File: src/rtl/prog_loader_if.sv
// Bus bundle between the UART program loader and the fetch stage / serial line.
// The loader sits on the slave modport; the CPU/board side drives rx and fetch_addr.
interface prog_loader_if #(
    parameter int AW = 4,
    parameter int IW = 9
) ();
    logic          rx;
    logic [AW-1:0] fetch_addr;
    logic [IW-1:0] instr;
    logic          cpu_hold;
    logic          load_done;
    logic          load_err;
    logic [AW:0]   prog_len;

    modport master (
        output rx, fetch_addr,
        input  instr, cpu_hold, load_done, load_err, prog_len
    );

    modport slave (
        input  rx, fetch_addr,
        output instr, cpu_hold, load_done, load_err, prog_len
    );
endinterface

File: src/rtl/prog_loader.sv
// UART-fed program RAM: receives a framed 8N1 byte stream, writes 9-bit instructions,
// serves them combinationally to fetch and holds the CPU in reset until a load succeeds.
module prog_loader #(
    parameter int         CLK_HZ  = 50_000_000,
    parameter int         BAUD    = 115200,
    parameter int         DEPTH   = 16,
    parameter int         AW      = 4,
    parameter int         IW      = 9,
    parameter logic [7:0] SYNC    = 8'hA5,
    parameter int         TO_BITS = 64
) (
    input logic           clk,
    input logic           rst,
    prog_loader_if.slave  bus
);
    localparam int CPB    = CLK_HZ / BAUD;
    localparam int CW     = $clog2(CPB);
    localparam int TO_LIM = TO_BITS * CPB;
    localparam int TOW    = $clog2(TO_LIM);
    localparam logic [CW-1:0]  HALF_M1 = CW'(CPB / 2 - 1);
    localparam logic [CW-1:0]  FULL_M1 = CW'(CPB - 1);
    localparam logic [TOW-1:0] TO_M1   = TOW'(TO_LIM - 1);

    typedef enum logic [1:0] {RX_IDLE, RX_START, RX_DATA, RX_STOP} rxState_t;
    typedef enum logic [2:0] {S_IDLE, S_CNT, S_LO, S_HI, S_CSUM, S_DONE, S_ERR} state_t;

    rxState_t      rxState_q;
    logic          rxS1_q, rxS2_q, rxS3_q;
    logic [CW-1:0] baudCnt_q;
    logic [2:0]    bitIdx_q;
    logic [7:0]    shift_q;
    logic          byteVld_q, frameErr_q;

    state_t         state_q, state_d;
    logic [AW:0]    cnt_q, cnt_d;
    logic [AW-1:0]  wrPtr_q, wrPtr_d;
    logic [7:0]     csum_q, csum_d;
    logic [7:0]     lo_q, lo_d;
    logic [AW:0]    progLen_q, progLen_d;
    logic           loadErr_q, loadErr_d;
    logic           cpuHold_q, cpuHold_d;
    logic [TOW-1:0] toCnt_q, toCnt_d;
    logic           ramWe;
    logic           inFrame;

    logic [IW-1:0] mem [DEPTH];

    // Receiver: a start is a high-to-low step of the synchronised line; sample mid-bit.
    always_ff @(posedge clk or posedge rst) begin
        if (rst) begin
            rxS1_q     <= 1'b1;
            rxS2_q     <= 1'b1;
            rxS3_q     <= 1'b1;
            rxState_q  <= RX_IDLE;
            baudCnt_q  <= '0;
            bitIdx_q   <= '0;
            shift_q    <= '0;
            byteVld_q  <= 1'b0;
            frameErr_q <= 1'b0;
        end else begin
            rxS1_q     <= bus.rx;
            rxS2_q     <= rxS1_q;
            rxS3_q     <= rxS2_q;
            byteVld_q  <= 1'b0;
            frameErr_q <= 1'b0;
            case (rxState_q)
                RX_IDLE: begin
                    baudCnt_q <= '0;
                    if (rxS3_q && !rxS2_q) rxState_q <= RX_START;
                end
                RX_START: begin
                    if (baudCnt_q == HALF_M1) begin
                        baudCnt_q <= '0;
                        bitIdx_q  <= '0;
                        rxState_q <= rxS2_q ? RX_IDLE : RX_DATA;
                    end else begin
                        baudCnt_q <= baudCnt_q + CW'(1);
                    end
                end
                RX_DATA: begin
                    if (baudCnt_q == FULL_M1) begin
                        baudCnt_q <= '0;
                        shift_q   <= {rxS2_q, shift_q[7:1]};
                        bitIdx_q  <= bitIdx_q + 3'd1;
                        if (bitIdx_q == 3'd7) rxState_q <= RX_STOP;
                    end else begin
                        baudCnt_q <= baudCnt_q + CW'(1);
                    end
                end
                RX_STOP: begin
                    if (baudCnt_q == FULL_M1) begin
                        baudCnt_q  <= '0;
                        rxState_q  <= RX_IDLE;
                        byteVld_q  <= rxS2_q;
                        frameErr_q <= !rxS2_q;
                    end else begin
                        baudCnt_q <= baudCnt_q + CW'(1);
                    end
                end
                default: rxState_q <= RX_IDLE;
            endcase
        end
    end

    always_ff @(posedge clk or posedge rst) begin
        if (rst) begin
            state_q   <= S_IDLE;
            cnt_q     <= '0;
            wrPtr_q   <= '0;
            csum_q    <= '0;
            lo_q      <= '0;
            progLen_q <= '0;
            loadErr_q <= 1'b0;
            cpuHold_q <= 1'b1;
            toCnt_q   <= '0;
        end else begin
            state_q   <= state_d;
            cnt_q     <= cnt_d;
            wrPtr_q   <= wrPtr_d;
            csum_q    <= csum_d;
            lo_q      <= lo_d;
            progLen_q <= progLen_d;
            loadErr_q <= loadErr_d;
            cpuHold_q <= cpuHold_d;
            toCnt_q   <= toCnt_d;
        end
    end

    // RAM has no reset; prog_len gates every read so stale contents never reach fetch.
    always_ff @(posedge clk) begin
        if (ramWe) mem[wrPtr_q] <= {shift_q[0], lo_q};
    end

    always_comb begin
        state_d   = state_q;
        cnt_d     = cnt_q;
        wrPtr_d   = wrPtr_q;
        csum_d    = csum_q;
        lo_d      = lo_q;
        progLen_d = progLen_q;
        loadErr_d = loadErr_q;
        cpuHold_d = cpuHold_q;
        ramWe     = 1'b0;
        inFrame   = (state_q == S_CNT) || (state_q == S_LO) ||
                    (state_q == S_HI)  || (state_q == S_CSUM);
        toCnt_d   = (inFrame && !byteVld_q) ? toCnt_q + TOW'(1) : '0;

        case (state_q)
            S_IDLE: begin
                if (byteVld_q && shift_q == SYNC) begin
                    state_d   = S_CNT;
                    cpuHold_d = 1'b1;
                    loadErr_d = 1'b0;
                    progLen_d = '0;
                end
            end
            S_CNT: begin
                if (byteVld_q) begin
                    if (shift_q == 8'd0 || shift_q > 8'(DEPTH)) begin
                        state_d = S_ERR;
                    end else begin
                        cnt_d   = shift_q[AW:0];
                        wrPtr_d = '0;
                        csum_d  = shift_q;
                        state_d = S_LO;
                    end
                end
            end
            S_LO: begin
                if (byteVld_q) begin
                    lo_d    = shift_q;
                    csum_d  = csum_q ^ shift_q;
                    state_d = S_HI;
                end
            end
            S_HI: begin
                if (byteVld_q) begin
                    if (shift_q[7:1] != 7'd0) begin
                        state_d = S_ERR;
                    end else begin
                        ramWe   = 1'b1;
                        wrPtr_d = wrPtr_q + AW'(1);
                        csum_d  = csum_q ^ shift_q;
                        state_d = (({1'b0, wrPtr_q} + (AW+1)'(1)) == cnt_q) ? S_CSUM : S_LO;
                    end
                end
            end
            S_CSUM: begin
                if (byteVld_q) state_d = (shift_q == csum_q) ? S_DONE : S_ERR;
            end
            S_DONE:  state_d = S_IDLE;
            S_ERR:   state_d = S_IDLE;
            default: state_d = S_IDLE;
        endcase

        if (inFrame && (frameErr_q || (!byteVld_q && toCnt_q == TO_M1))) begin
            state_d = S_ERR;
            ramWe   = 1'b0;
        end

        // Status flags change on entry so they line up with the DONE/ERR state cycle.
        if (state_d == S_ERR && state_q != S_ERR) begin
            loadErr_d = 1'b1;
            cpuHold_d = 1'b1;
            progLen_d = '0;
        end
        if (state_d == S_DONE) begin
            progLen_d = cnt_q;
            cpuHold_d = 1'b0;
        end
    end

    always_comb begin
        bus.instr     = ({1'b0, bus.fetch_addr} < progLen_q) ? mem[bus.fetch_addr] : '0;
        bus.cpu_hold  = cpuHold_q;
        bus.load_done = (state_q == S_DONE);
        bus.load_err  = loadErr_q;
        bus.prog_len  = progLen_q;
    end
endmodule

File: src/flat_wrapper.sv
// flat-port wrapper written by rule: the top's interface ports become plain ports
module prog_loader_flat 
#(
    parameter int         CLK_HZ  = 50_000_000,
    parameter int         BAUD    = 115200,
    parameter int         DEPTH   = 16,
    parameter int         AW      = 4,
    parameter int         IW      = 9,
    parameter logic [7:0] SYNC    = 8'hA5,
    parameter int         TO_BITS = 64
)
  (clk, rst, bus_rx, bus_fetch_addr, bus_instr, bus_cpu_hold, bus_load_done, bus_load_err, bus_prog_len);
  prog_loader_if #(.AW(AW), .IW(IW)) bus_i ();
  input logic clk;
  input logic rst;
  input wire logic [$bits(bus_i.rx)-1:0] bus_rx;
  input wire logic [$bits(bus_i.fetch_addr)-1:0] bus_fetch_addr;
  output wire logic [$bits(bus_i.instr)-1:0] bus_instr;
  output wire logic [$bits(bus_i.cpu_hold)-1:0] bus_cpu_hold;
  output wire logic [$bits(bus_i.load_done)-1:0] bus_load_done;
  output wire logic [$bits(bus_i.load_err)-1:0] bus_load_err;
  output wire logic [$bits(bus_i.prog_len)-1:0] bus_prog_len;
  assign bus_i.rx = bus_rx;
  assign bus_i.fetch_addr = bus_fetch_addr;
  assign bus_instr = bus_i.instr;
  assign bus_cpu_hold = bus_i.cpu_hold;
  assign bus_load_done = bus_i.load_done;
  assign bus_load_err = bus_i.load_err;
  assign bus_prog_len = bus_i.prog_len;
  prog_loader #(.CLK_HZ(CLK_HZ), .BAUD(BAUD), .DEPTH(DEPTH), .AW(AW), .IW(IW), .SYNC(SYNC), .TO_BITS(TO_BITS)) u_core (.clk(clk), .rst(rst), .bus(bus_i));
endmodule
File: config.mk
export PLATFORM = sky130hd
export DESIGN_NAME = prog_loader_flat
export DESIGN_NICKNAME = d
export VERILOG_FILES = /design/src/rtl/prog_loader_if.sv /design/src/rtl/prog_loader.sv /design/src/flat_wrapper.sv
export SDC_FILE = /design/constraint.sdc
export NUM_CORES = 1
export LEC_CHECK = 0
export CAP_MARGIN = 10
export CORE_MARGIN = 3
export CORE_UTILIZATION = 30
export CTS_CLUSTER_DIAMETER = 150
export DETAILED_ROUTE_END_ITERATION = 12
export SLEW_MARGIN = 20
export SYNTH_ARGS = -nofsm -noshare
export SYNTH_HDL_FRONTEND = slang
export SYNTH_SLANG_ARGS = --single-unit
File: constraint.sdc
create_clock -name clk -period 3.9 [get_ports clk]
set_input_delay 0.585 -clock clk [delete_from_list [all_inputs] [get_ports clk]]
set_output_delay 0.585 -clock clk [all_outputs]
set_load 0.005 [all_outputs]
Yosys cells after proc, flatten, opt, wreduce, memory -nomap -nowiden

Memories as Yosys holds them, arrays and structs flattened.
Index checks and enable logic that the tools add are counted.

Add/subtract/negate cells: 5
Multipliers: 0
Div/mod/pow operators: 0
Order comparisons: 2
Equal/unequal tests: 28
Shift-type cells: 0
Muxes and demuxes: 58
Bitwise operators: 2
Reductions and logical operators: 34

Operator list:

| cell                    | count |
|---|---|
| $mux W8                 | 5 |
| $mux W3                 | 11 |
| $mux W9                 | 3 |
| $pmux W9 S3             | 1 |
| $pmux W8 S3             | 1 |
| $mux W5                 | 4 |
| $mux W1                 | 17 |
| $mux W4                 | 4 |
| $ne A2 B1 Y1 const B    | 8 |
| $add A15 B1 Y15 const B | 1 |
| $eq A15 B15 Y1 const B  | 1 |
| $eq A3 B3 Y1 const B    | 5 |
| $mux W15                | 1 |
| $pmux W3 S5             | 1 |
| $mux W2                 | 7 |
| $reduce_and A5 Y1       | 2 |
| $add A9 B1 Y9 const B   | 1 |
| $eq A9 B8 Y1 const B    | 1 |
| $eq A9 B9 Y1 const B    | 1 |
| $reduce_bool A3 Y1      | 3 |
| $eq A8 B8 Y1            | 1 |
| $eq A8 B8 Y1 const B    | 1 |
| $gt A8 B5 Y1 const B    | 1 |
| $logic_not A8 Y1        | 1 |
| 27 further kinds        | 47 |

Register bits after elaboration: 77
Bits in latches: 0
Bits in writable memories: 144
Bits in read-only memories: 0
Memories kept: 1

Memory list:

| memory     | words | bits a word | rd ports | clocked after Yosys merged registers in | write ports | line              | RTL |
|---|---|---|---|---|---|---|---|
| u_core.mem | 16    | 9           | 1        | 0                                       | 1           | prog_loader.sv:46 | `logic [IW-1:0] mem [DEPTH];` |

Depth between registers and ports, before layout

Gate-level depths: netlist of the first run.

Depth after elaboration: 11
Mapped depth: 9

Worst setup path before layout of the first run

No wires, ideal clock.

Kind: input to output
Start point: in bus_fetch_addr[0]
End point: out bus_instr[0]
Arrival time: 2.156 ns
Slack: 1.159 ns
Cell stages on the path: 5
Path buffers: 2
Cells stage by stage: buf_2 buf_4 mux4_2 mux4_2 nor2b_1

Word-level cells in the longest chain between the ends: 2

Ends and longest elaborated chain:

| what                                                  | line               | RTL |
|---|---|---|
| from (decl)                                           | flat_wrapper.sv:17 | `input wire logic [$bits(bus_i.fetch_addr)-1:0] bus_fetch_addr;` |
| $mem_v2 Z16 W9 / $lt A4 B5 Y1 (equally long branches) | --                 |  |
| $mux W9 (*)                                           | prog_loader.sv:214 | `bus.instr = ({1'b0, bus.fetch_addr} < progLen_q) ? mem[bus.fetch_addr] : '0;` |
| to (decl)                                             | flat_wrapper.sv:18 | `output wire logic [$bits(bus_i.instr)-1:0] bus_instr;` |

Mark *: on every way between the ends. The rest lies on a longest branch, timed or not.

Worst setup path in the final report of the first run

Start point: in bus_fetch_addr[0]
End point: out bus_instr[2]

The elaborated chain is that of the path after synthesis.

==> impl_metrics.json, run 1 <==
{
  "outcome": "completed",
  "grt_overflow": 0,
  "cts_tree": "yes",
  "cp-startpoint": "bus_fetch_addr[0]",
  "cts_buffers": 24,
  "placed_area_um2": 10400,
  "whs_path_depth": 0,
  "post-cts-setup-buffer-count": 0,
  "clk_pin_slew_worst_paths_ns": 0.05,
  "setup_viol": 0,
  "start_util_pct": 30.47,
  "whs_ns": 0.3537,
  "cts_hold_buf": 0,
  "worstPathMaxFanout": 37,
  "grt_max_degree": 57,
  "fin_crit_sh_pct": 84.15,
  "yosysTopAreaCellShare_pct": 44.85,
  "clk_latency_ns": 0.52,
  "final_max_slew_viol_count": 0,
  "synth_area_leader_cell": "edfxtp_1",
  "clock_skew_ns": 0.01476,
  "die_x_um": 185.3,
  "routed-via-count": 5266,
  "pin_count": 24,
  "fin_area_um2": 11230,
  "hold_path_class": "reg2reg",
  "fill_cells": 2996,
  "clock_sinks": 221,
  "grt_pass1_vias": 5456,
  "synth_warnings": 0,
  "gp_congestion": 0.7734,
  "cts-root-buf": "clkbuf_16",
  "grt_use_met1_pct": 16.16,
  "arrival_ns": 2.70,
  "die_h_um": 185.3,
  "fmaxAchievable_mhz": 304.7,
  "area.growth.synth_to_final_pct": 16.51,
  "viasPerCell": 4.853,
  "ir_drop_mv": 0.3535,
  "reg2reg_from": "u_core.toCnt_q[0]",
  "synth_common_cells": "edfxtp_1 (144), dfrtp_1 (73), mux4_2 (45)",
  "r2r_setup_slack_ns": 1.03,
  "die-area_um2": 34320,
  "drv_cap": 0,
  "critPathKind": "in2out",
  "setup_ws_ns": 0.6182,
  "reg2reg_depth": 8,
  "use_met2_pct": 18.94,
  "route.detailed.drc": 0,
  "cts_resized": 0,
  "grt_pass1_wl_um": 31360,
  "ys_seq_area_share_pct": 64.89,
  "yosysMostFrequentCell": "edfxtp_1",
  "ys_ff_latch": 221,
  "crit_required_ns": 3.31,
  "synthFlopType": "edfxtp_1",
  "worst_pin_slew_ns": 0.8204,
  "grt_use_total_pct": 11.51,
  "numPortBuffers": 23,
  "dp_hpwl_um": 12300,
  "place_inst": 1041,
  "post_drt_wl_per_cell_um": 17.45,
  "async_reset_ff_share_pct": 34.84,
  "syn_avg_cell_area_um2": 15.45,
  "start_kind": "primary input",
  "antenna_cells": 0,
  "yosys-top-cells-area": "edfxtp_1 (45%), dfrtp_1 (19%), mux4_2 (11%), ha_1 (1.7%), nor2_1 (1.7%)",
  "dp_slack_ns": 0.5717,
  "met3_usage_pct": 1.905,
  "drt_iter0_drc": 314,
  "rsz0062_at_grt": "false",
  "final_cells": 1085,
  "grt_busiest_layer": "met2",
  "finalSetupTns_ns": 0,
  "core_area_um2": 31640,
  "syn_area_um2": 9640,
  "rows": 65,
  "totalWireLength_um": 18940,
  "antenna_found_initial": 0,
  "ys_types": 72,
  "drive_gt1_share_pct": 20.20,
  "ctsLongestPathBuffers": 3,
  "htree_levels": 1,
  "drt-pass1-iter-count": 4,
  "drtAntennaViolNets": 0,
  "nets": 685,
  "holdPathEnd": "u_core.rxS2_q",
  "hold_violations": 0,
  "cellPowerDensity_nw_per_um2": 451.2,
  "synth.net_count": 644,
  "p_leak_nw": 3.645,
  "synth_edf_count": 144,
  "hold_path_startpoint": "u_core.rxS1_q",
  "end_kind": "primary output",
  "netlist_instances": 624,
  "slew_headroom_pct": 45.11,
  "r2r_end": "u_core.mem[14][1]",
  "period_minus_slack_ns": 3.282
}
-- per-stage QoR --
stage                     util [%]  total power, mW
after floorplan                  -            2.704
final                        35.50            5.068
after global routing         35.50            5.270
after global placement       32.88            2.764
after detailed placement     32.88            2.768
after CTS                    35.50            5.134
-- final cells by class --
class | count | area, µm² | area share (%)
Clock buffer | 30 | 643.1 | 5.726
Clock inverter | 14 | 186.4 | 1.660
Inverter | 13 | 51.30 | 0.4567
Multi-Input combinational cell | 357 | 3159 | 28.13
Sequential cell | 221 | 6256 | 55.70
Tap cell | 402 | 503.0 | 4.478
Timing Repair Buffer | 48 | 432.9 | 3.854
-- layer usage --
layer | up-vias | wire length, µm
met5 | - | 0
met4 | 0 | 322
met3 | 24 | 722
met2 | 82 | 9087
met1 | 2699 | 8802
li1 | 2461 | -
-- cells by family (layout without fill, tap and decap cells) --
group	count (synthesis)	after routing	share of synthesized area, %
buffers and inverters	46	105	2.336
flip-flops	221	221	64.89
XOR/XNOR	32	32	2.907
adder cells (fa/ha/maj)	13	13	1.687
multiplexers	68	68	13.19
AND/OR/NAND/NOR	171	171	9.539
AO/OA/AOI/OAI	73	73	5.451
-- layout by cell type (no fill, tap or decap), drive strengths merged, types with 3 or more instances in the layout --
| cell type | synthesis | routed |
|---|---|---|
| edfxtp | 144 | 144 |
| clkinv | 0 | 10 |
| clkbuf | 9 | 30 |
| nor2b | 15 | 15 |
| inv | 13 | 13 |
| mux4 | 45 | 45 |
| dfrtp | 73 | 73 |
| ha | 13 | 13 |
| nor4b | 3 | 3 |
| nor4 | 3 | 3 |
| xor2 | 14 | 14 |
| nand3 | 16 | 16 |
| nand2b | 7 | 7 |
| mux2 | 22 | 22 |
| nand4 | 5 | 5 |
| buf | 24 | 27 |
| a21o | 7 | 7 |
| nand2 | 35 | 35 |
| or3 | 5 | 5 |
| and3 | 7 | 7 |
| a32o | 8 | 8 |
| xnor2 | 18 | 18 |
| nor2 | 45 | 45 |
| and2 | 3 | 3 |
| a31oi | 3 | 3 |
| bufinv | 0 | 4 |
| o21ai | 24 | 24 |
| dfstp | 4 | 4 |
| clkdlybuf4s50 | 0 | 21 |
| and4 | 5 | 5 |
| nor3 | 10 | 10 |
| a21oi | 10 | 10 |
-- critical path: stages --
cell and delay, ns:
buf_2 0.10, buf_12 0.28, mux4_2 0.59, mux4_2 0.49, nor2b_1 0.14, clkdlybuf4s50_1 0.47
-- sequential cells by signal, summed over array words and instances (netlist names), named ones only --
register / cells
u_core.baudCnt_q: 9
u_core.bitIdx_q: 3
u_core.bus.cpu_hold: 1
u_core.bus.load_err: 1
u_core.bus.prog_len: 5
u_core.byteVld_q: 1
u_core.cnt_q: 5
u_core.csum_q: 8
u_core.frameErr_q: 1
u_core.lo_q: 8
u_core.mem: 144
u_core.rxS1_q: 1
u_core.rxS2_q: 1
u_core.rxS3_q: 1
u_core.rxState_q: 1
u_core.shift_q: 8
u_core.state_q: 3
u_core.toCnt_q: 15
u_core.wrPtr_q: 4
-- where the power goes --
group          total [mW]  leakage (nW)  switching, mW  internal (mW)
Sequential           2.54          2.04         0.0408           2.50
Combinational       0.171          1.19         0.0896         0.0816
Clock                2.35         0.409          0.913           1.44
-- worst max-delay path by stage --
stage	slack [ns]	to
after floorplan	1.16	bus_instr[0]
after global placement	0.60	bus_instr[0]
after detailed placement	0.57	bus_instr[5]
after CTS	0.57	bus_instr[5]
after global routing	0.37	bus_instr[5]
final	0.62	bus_instr[2]
Note: power is estimated with default switching activity, not from simulation.
==> inputs of run 2 (changes only) <==
Clock period 3.9 ns to 3.4 ns, I/O delays scaled along.
==> run 2 against run 1 <==
- critical path depth is the same
- combinational power increased by 18%
- sequential power increased by 15%
- non-clock buffer count grew 3
- final cell count fell by 0.46%
- critical path type unchanged
- largest power group unchanged
- register-to-register slack worse by 0.17 ns
- clock-buffer cell count shrank 4
- hold slack improved by 0.0025 ns
- sequential cell count unchanged
- power is 9.0% higher
- first-iteration DRC count up 4.5%
- highest routed layer unchanged
- cell area down 0.70%
==> impl_metrics.json, run 2 (synthesis results as in run 1) <==
{
  "outcome": "completed",
  "final_util_pct": 35.25,
  "die-area_um2": 34320,
  "slew_headroom_pct": 45.59,
  "reg2reg_from": "u_core.toCnt_q[0]",
  "route.detailed.drc": 0,
  "reg2reg_depth": 9,
  "drive_gt1_share_pct": 19.76,
  "viasPerCell": 4.904,
  "core_area_um2": 31640,
  "period_minus_slack_ns": 3.057,
  "end_kind": "primary output",
  "fill_cells": 3004,
  "r2r_setup_slack_ns": 0.86,
  "ir_drop_mv": 0.4361,
  "setup_viol": 0,
  "drt_iter0_drc": 328,
  "rsz0062_at_grt": "false",
  "clock_sinks": 221,
  "layout_common_cells": "edfxtp_1 (144), dfrtp_1 (73), mux4_2 (45), nor2_1 (42), nand2_1 (34)",
  "worstPathMaxFanout": 22,
  "mostFrequentLayoutCell": "edfxtp_1",
  "hold_violations": 0,
  "grt_max_degree": 46,
  "area.growth.synth_to_final_pct": 15.69,
  "start_kind": "primary input",
  "cts_buffers": 22,
  "cellPowerDensity_nw_per_um2": 495.2,
  "grt_pass1_vias": 5397,
  "post_drt_wl_per_cell_um": 18.12,
  "htree_levels": 1,
  "hold_path_startpoint": "u_core.rxS1_q",
  "largest_register": "u_core.mem",
  "gp_congestion": 0.7602,
  "cts_hold_buf": 0,
  "routed-via-count": 5296,
  "worst_pin_slew_ns": 0.8152,
  "fin_area_um2": 11150,
  "whs_path_depth": 0,
  "arrival_ns": 2.55,
  "cts-root-buf": "clkbuf_16",
  "p_total_mw": 5.523,
  "antenna_found_initial": 0,
  "reg_top3": "u_core.mem (144), u_core.toCnt_q (15), u_core.baudCnt_q (9)",
  "die_x_um": 185.3,
  "cts_tree": "yes",
  "final_max_slew_viol_count": 0,
  "antenna_cells": 0,
  "critPathKind": "in2out",
  "crit_required_ns": 2.89,
  "numPortBuffers": 23,
  "fmaxAchievable_mhz": 327.1,
  "clk_pin_slew_worst_paths_ns": 0.06,
  "clk_latency_ns": 0.51,
  "grt_pass1_wl_um": 31440,
  "hold_path_class": "reg2reg",
  "dp_hpwl_um": 12210,
  "whs_ns": 0.3562,
  "grt_overflow": 0,
  "totalWireLength_um": 19570,
  "pin_count": 24,
  "rows": 65,
  "start_util_pct": 30.47,
  "clock_skew_ns": 0.01470,
  "drt-pass1-iter-count": 4,
  "grt_use_total_pct": 11.71,
  "fin_crit_sh_pct": 89.91,
  "drtAntennaViolNets": 0,
  "nets": 686,
  "p_leak_nw": 3.600,
  "largest_reg_flops": 144,
  "r2r_end": "u_core.mem[3][4]",
  "holdPathEnd": "u_core.rxS2_q",
  "die_h_um": 185.3,
  "drv_cap": 0,
  "placed_area_um2": 10450,
  "finalSetupTns_ns": 0,
  "ctsLongestPathBuffers": 3
}
run 2: final cells by class:
| type | count | area [µm²] | area share [%] |
|---|---|---|---|
| clock inverter | 10 | 136.4 | 1.223 |
| sequential | 221 | 6256 | 56.09 |
| multi-input combinational | 357 | 3162 | 28.35 |
| inverter | 13 | 50.05 | 0.4487 |
| tap | 402 | 503.0 | 4.510 |
| timing repair buffer | 51 | 480.5 | 4.308 |
| clock buffer | 26 | 565.5 | 5.071 |
run 2: worst max-delay path, cell delays in order:
cell and delay [ns]:
buf_2 0.15, buf_12 0.23, mux4_2 0.52, mux4_2 0.52
nor2b_1 0.15, clkdlybuf4s50_1 0.46
run 2: metrics by stage:
step                      cells  setup WS (ns)
after floorplan             624         0.7212
after global placement     1044         0.2946
after detailed placement   1044         0.1982
after CTS                  1080         0.1114
after global routing       1080         0.2106
final                      1080         0.3430
run 2: worst max-delay path by stage:
| stage | from | end | cells after the start |
|---|---|---|---|
| floorplan | u_core.toCnt_q[0] | u_core.mem[3][0] | 7 |
| global placement | bus_fetch_addr[2] | bus_instr[8] | 7 |
| detailed placement | bus_fetch_addr[2] | bus_instr[5] | 7 |
| CTS | u_core.bus.prog_len[1] | bus_instr[5] | 8 |
| global route | u_core.bus.prog_len[1] | bus_instr[5] | 8 |
| finish | bus_fetch_addr[0] | bus_instr[0] | 6 |
run 2: per-layer routing:
layer,global-route usage [%],up-vias,share of wire (%)
met4,2.731,0,2.2
li1,-,2460,-
met5,0,-,0
met1,16.33,2718,46
met2,19.27,89,48
met3,1.964,29,4.3
run 2: power by group:
part | internal (mW) | switching (mW)
sequential | 2.87 | 0.0463
combinational | 0.0964 | 0.106
clock | 1.41 | 0.989
run 2: what timing repair did:
action	CTS	global route
endpoints found under the setup margin	0	7
resized for setup	0	1
setup buffers	0	0
